`config.mk`:
```
export PLATFORM = sky130hd
export DESIGN_NAME = fmul_arbiter
export DESIGN_NICKNAME = d
export VERILOG_FILES = /design/src/rtl/fmul_arbiter.sv
export SDC_FILE = /design/constraint.sdc
export NUM_CORES = 1
export LEC_CHECK = 0
export ABC_AREA = 1
export CAP_MARGIN = 20
export CORE_AREA = 2 2 156 158
export CTS_CLUSTER_DIAMETER = 150
export DETAILED_ROUTE_END_ITERATION = 6
export DIE_AREA = 0 0 158 160
export DONT_BUFFER_PORTS = 1
export PLACE_DENSITY = 0.5
export SLEW_MARGIN = 40
export SYNTH_ARGS = -nofsm -noshare
export SYNTH_HDL_FRONTEND = slang
export SYNTH_SLANG_ARGS = --single-unit
```
`constraint.sdc`:
```
create_clock -name clk -period 3 [get_ports clk]
set_input_delay 0.15 -clock clk [delete_from_list [all_inputs] [get_ports clk]]
set_output_delay 0.15 -clock clk [all_outputs]
set_load 0.01 [all_outputs]
```
`src/rtl/fmul_arbiter.sv`:
```
// Round-robin arbiter sharing one pipelined fmul among NREQ requesters.
// Optional per-requester issue counters are enabled with `define FMUL_ARB_STATS_EN.
module fmul_arbiter #(
  parameter int NREQ     = 4,
  parameter int FMUL_LAT = 2
) (
  input  logic                 clk,
  input  logic                 rstn,
  input  logic [NREQ-1:0]      req_valid,
  input  logic [NREQ*32-1:0]   req_x1,
  input  logic [NREQ*32-1:0]   req_x2,
  output logic [NREQ-1:0]      req_ready,
  output logic [31:0]          fmul_x1,
  output logic [31:0]          fmul_x2,
  input  logic [31:0]          fmul_y,
  output logic [NREQ-1:0]      resp_valid,
  output logic [31:0]          resp_y,
  output logic                 busy
`ifdef FMUL_ARB_STATS_EN
  ,
  input  logic                 stat_clr,
  output logic [NREQ*16-1:0]   stat_cnt
`endif
);

  localparam int IDW = (NREQ > 1) ? $clog2(NREQ) : 1;
  localparam int unsigned NREQ_U = NREQ;

  logic [IDW-1:0]               rr_ptr_q, rr_ptr_d;
  logic [IDW-1:0]               gnt_id;
  logic                         gnt_any;
  logic [NREQ-1:0]              gnt_oh;
  logic                         hs;

  logic [31:0]                  x1_q, x1_d, x2_q, x2_d;
  // Stage 0 loads at the handshake edge, so the tag reaches stage FMUL_LAT
  // exactly when fmul_y holds the matching product.
  logic [FMUL_LAT:0]            tag_vld_q, tag_vld_d;
  logic [FMUL_LAT:0][IDW-1:0]   tag_id_q, tag_id_d;
  logic [NREQ-1:0]              resp_vld_q, resp_vld_d;
  logic [31:0]                  resp_y_q, resp_y_d;

  always_comb begin
    gnt_any = 1'b0;
    gnt_id  = '0;
    for (int unsigned k = 0; k < NREQ_U; k++) begin
      int unsigned idx;
      idx = (32'(rr_ptr_q) + k) % NREQ_U;
      if (!gnt_any && req_valid[idx]) begin
        gnt_any = 1'b1;
        gnt_id  = IDW'(idx);
      end
    end
  end

  always_comb begin
    gnt_oh = '0;
    if (gnt_any && rstn) gnt_oh[gnt_id] = 1'b1;
  end

  assign hs        = |gnt_oh;
  assign req_ready = gnt_oh;

  always_comb begin
    int unsigned sel;
    sel        = 32'(gnt_id);
    rr_ptr_d   = rr_ptr_q;
    x1_d       = x1_q;
    x2_d       = x2_q;
    if (hs) begin
      rr_ptr_d = (gnt_id == IDW'(NREQ - 1)) ? '0 : gnt_id + 1'b1;
      x1_d     = req_x1[sel*32 +: 32];
      x2_d     = req_x2[sel*32 +: 32];
    end

    tag_vld_d    = '0;
    tag_id_d     = '0;
    tag_vld_d[0] = hs;
    tag_id_d[0]  = gnt_id;
    for (int unsigned s = 1; s <= FMUL_LAT; s++) begin
      tag_vld_d[s] = tag_vld_q[s-1];
      tag_id_d[s]  = tag_id_q[s-1];
    end

    resp_vld_d = '0;
    if (tag_vld_q[FMUL_LAT]) resp_vld_d[tag_id_q[FMUL_LAT]] = 1'b1;
    resp_y_d   = fmul_y;
  end

  always_ff @(posedge clk or negedge rstn) begin
    if (!rstn) begin
      rr_ptr_q   <= '0;
      x1_q       <= '0;
      x2_q       <= '0;
      tag_vld_q  <= '0;
      tag_id_q   <= '0;
      resp_vld_q <= '0;
      resp_y_q   <= '0;
    end else begin
      rr_ptr_q   <= rr_ptr_d;
      x1_q       <= x1_d;
      x2_q       <= x2_d;
      tag_vld_q  <= tag_vld_d;
      tag_id_q   <= tag_id_d;
      resp_vld_q <= resp_vld_d;
      resp_y_q   <= resp_y_d;
    end
  end

  assign fmul_x1    = x1_q;
  assign fmul_x2    = x2_q;
  assign resp_valid = resp_vld_q;
  assign resp_y     = resp_y_q;
  assign busy       = (|tag_vld_q) | (|resp_vld_q);

`ifdef FMUL_ARB_STATS_EN
  logic [NREQ-1:0][15:0] cnt_q, cnt_d;

  // Clear wins over a same-cycle increment; counters saturate at all-ones.
  always_comb begin
    cnt_d = cnt_q;
    if (stat_clr) begin
      cnt_d = '0;
    end else if (hs && (cnt_q[gnt_id] != '1)) begin
      cnt_d[gnt_id] = cnt_q[gnt_id] + 16'd1;
    end
  end

  always_ff @(posedge clk or negedge rstn) begin
    if (!rstn) cnt_q <= '0;
    else       cnt_q <= cnt_d;
  end

  assign stat_cnt = cnt_q;
`endif

endmodule

```
==> impl_metrics.tcl <==
set metrics [dict create \
    status "finished, final reports clean" \
    clk_pin_slew_ns 0.09 \
    synth_most_common_cell "nand2_1" \
    finalCriticalPeriod_ns 2.772 \
    rows 57 \
    synth.area.top_cells "dfrtp_1, nand2_1, nand4_1, inv_1, nand3_1" \
    netSwitchingFraction_pct 57.53 \
    p_seq_share_pct 22.0 \
    slew_viol_final 0 \
    powerDensity_nw_per_um2 1542 \
    synth-edff-count 0 \
    hold_start "req_x2[31]" \
    cts_sinks 111 \
    htree_num_levels 3 \
    synth-warning-count 0 \
    max-clock-path-buffers 2 \
    start_util_pct 30.93 \
    p_leak_nw 4.686 \
    cp_slowest_cell "dfrtp_2" \
    synth_top_cell_by_area "dfrtp_1" \
    gp_routability_congestion 0.7984 \
    die_h_um 160 \
    antenna_cells 0 \
    fin_nets 1398 \
    vias 7403 \
    gr-usage-all-layers_pct 19.89 \
    final_core_util_pct 34.87 \
    finalCritPeriodShare_pct 92.40 \
    holdPathStages 6 \
    root_buffer "clkbuf_16" \
    wl_per_cell_um 18.76 \
    min_path_type "in2reg" \
    cts_setup_buffers 0 \
    syn_nets 1428 \
    grt_max_degree 131 \
    drc 0 \
    startpoint_type "flop" \
    finalHoldViolations 0 \
    antenna_left 0 \
    post_synth_num_cell_types 19 \
    cts_tree "done" \
    max_freq_mhz 360.8 \
    place_area_um2 7572 \
    pwr-share-comb_pct 68.5 \
    arrival_ns 2.62 \
    intPower_mw 5.438 \
    place_hpwl_mm 17.93 \
    slowest_delay_ns 0.50 \
    power_switching_mw 7.366 \
    path_max_fanout 41 \
    total_power_mw 12.80 \
    relSlewSlack_pct 49.85 \
    top_level_ports 399 \
    synthFlopType "dfrtp_1" \
    worst_ep_required_time_ns 2.85 \
    area_growth_pct 12.74 \
    die_x_um 158 \
    overflow 0 \
    netlist_top_cells_count "nand2_1, nand4_1, inv_1" \
    stdcell_area_um2 8307 \
    hold_ws_ns 0.08302 \
    r2r_start "rr_ptr_q[0]" \
    rsz0062_at_grt "yes" \
    yosysSeqAreaShare_pct 37.70 \
    ys_ff_latch 111 \
    cp_cell_sequence "inv_2 -> nand2_1 -> nand3_1 -> nand2_1 -> nor2_2 -> nand3_1 -> nand3_4 -> ha_1 -> nand2_2 -> buf_12 -> inv_1" \
    path_class "reg2out" \
    fillers 2635 \
    synth_top_area_share_pct 37.70 \
    clk_latency_ns 0.36 \
    r2r_cells 14 \
    drive_gt1_share_pct 5.325 \
    via_per_inst 5.170 \
    first_pass_iters 7 \
    grt_pass1_wl_mm 39.57 \
    skew_ns 0.009681 \
    antenna_found_initial 0 \
    port_buffers 0 \
    cap_viol_max_count 0 \
    synthesis.area_um2 7368 \
    cp-end-kind "primary output" \
    setup_viol 0 \
    cp-startpoint "rr_ptr_q[0]" \
    drt-initial-drc-count 621 \
    avgSynthCellArea_um2 6.503 \
    numCtsBuffers 9 \
    wl_mm 26.87 \
    pwr-share-clk_pct 9.6 \
    tns_ns 0 \
    syn_inst 1133 \
    dieArea_um2 25280 \
    async_flop_share_pct 100.0 \
    worst_pin_slew_ns 0.7522 \
    ir_drop_mv 1.034 \
    grt_pass1_vias 6946 \
    core_area_um2 23820 \
]
==> metrics by stage <==
stage	cells	worst slack (ns)
2_1_floorplan	1133	0.5722
3_3_place_gp	1381	0.1922
3_5_place_dp	1381	0.1544
4_1_cts	1431	0.02294
5_1_grt	1432	-0.004152
6_report	1432	0.2281
==> area by class of cell <==
cell class	instances	area (um2)	share of cell area [%]
Clock buffer	10	229.0	2.756
Clock inverter	6	67.56	0.8134
Inverter	147	551.8	6.643
Multi-Input combinational cell	776	3635	43.76
Sequential cell	111	2779	33.45
Tap cell	324	405.4	4.880
Timing Repair Buffer	58	639.4	7.697
==> registers in the layout (all words and copies together) (netlist names) <==
register	flops
fmul_x1	32
fmul_x2	32
resp_y	32
resp_valid	4
tag_id_d	4
tag_vld_q	3
rr_ptr_q	2
tag_id_q	2
==> layer usage <==
layer  track usage (%)  part of all wire (%)
met1             23.64                    40
met2             35.65                    51
met3             4.749                   7.5
met4             5.119                   1.8
met5                 0                     0
==> cells by family after synthesis <==
group | after synthesis | share of synthesized area [%]
AND/OR/NAND/NOR | 774 | 48.04
buffers and inverters | 246 | 14.01
flip-flops | 111 | 37.70
AO/OA/AOI/OAI | 1 | 0.08496
adder cells (fa/ha/maj) | 1 | 0.1698
==> timing repair <==
action	4_1_cts	5_1_grt
gates resized for setup	2	11
hold buffers	34	0
gates cloned	0	1
endpoints found under the setup margin	3	46
hold endpoints to repair	143	0
pin swaps	0	0
==> power by group through the flow <==
stage	clock (mW)	combinational (mW)	sequential, mW
6_report	1.23	8.77	2.81
5_1_grt	1.34	10.0	2.88
4_1_cts	1.28	8.65	2.83
3_5_place_dp	0	8.53	2.85
3_3_place_gp	0	8.46	2.85
2_1_floorplan	0	6.64	2.60
==> critical path, delay by kind of cell (launching register included) <==
kind          cells  cell delay, ns
fa+ha+maj         1            0.22
buf+inv           3            0.51
simple gates      7            1.04
flops             1            0.50
==> final timing paths <==
check,slack [ns],to
worst min-delay path,0.08,fmul_x2[31]
worst min register to register,0.35,tag_id_d[5]
worst max-delay path,0.23,req_ready[3]
worst max register to register,0.35,fmul_x1[10]
max in group asynchronous,2.09,rr_ptr_q[0]
min in group asynchronous,0.37,resp_y[9]
==> placed cells by master (no fill, tap or decap), types with 5 or more instances in the layout <==
| master | netlist | routed |
|---|---|---|
| inv_2 | 5 | 5 |
| nand2_1 | 487 | 486 |
| nand3_1 | 72 | 71 |
| nor3_1 | 7 | 6 |
| clkbuf_16 | 0 | 10 |
| buf_6 | 0 | 5 |
| nand4_1 | 194 | 194 |
| inv_1 | 142 | 142 |
| dlygate4sd3_1 | 0 | 33 |
| buf_4 | 9 | 13 |
| dfrtp_1 | 111 | 110 |
| nand3_4 | 0 | 7 |
(Power assumes the default switching activity.)
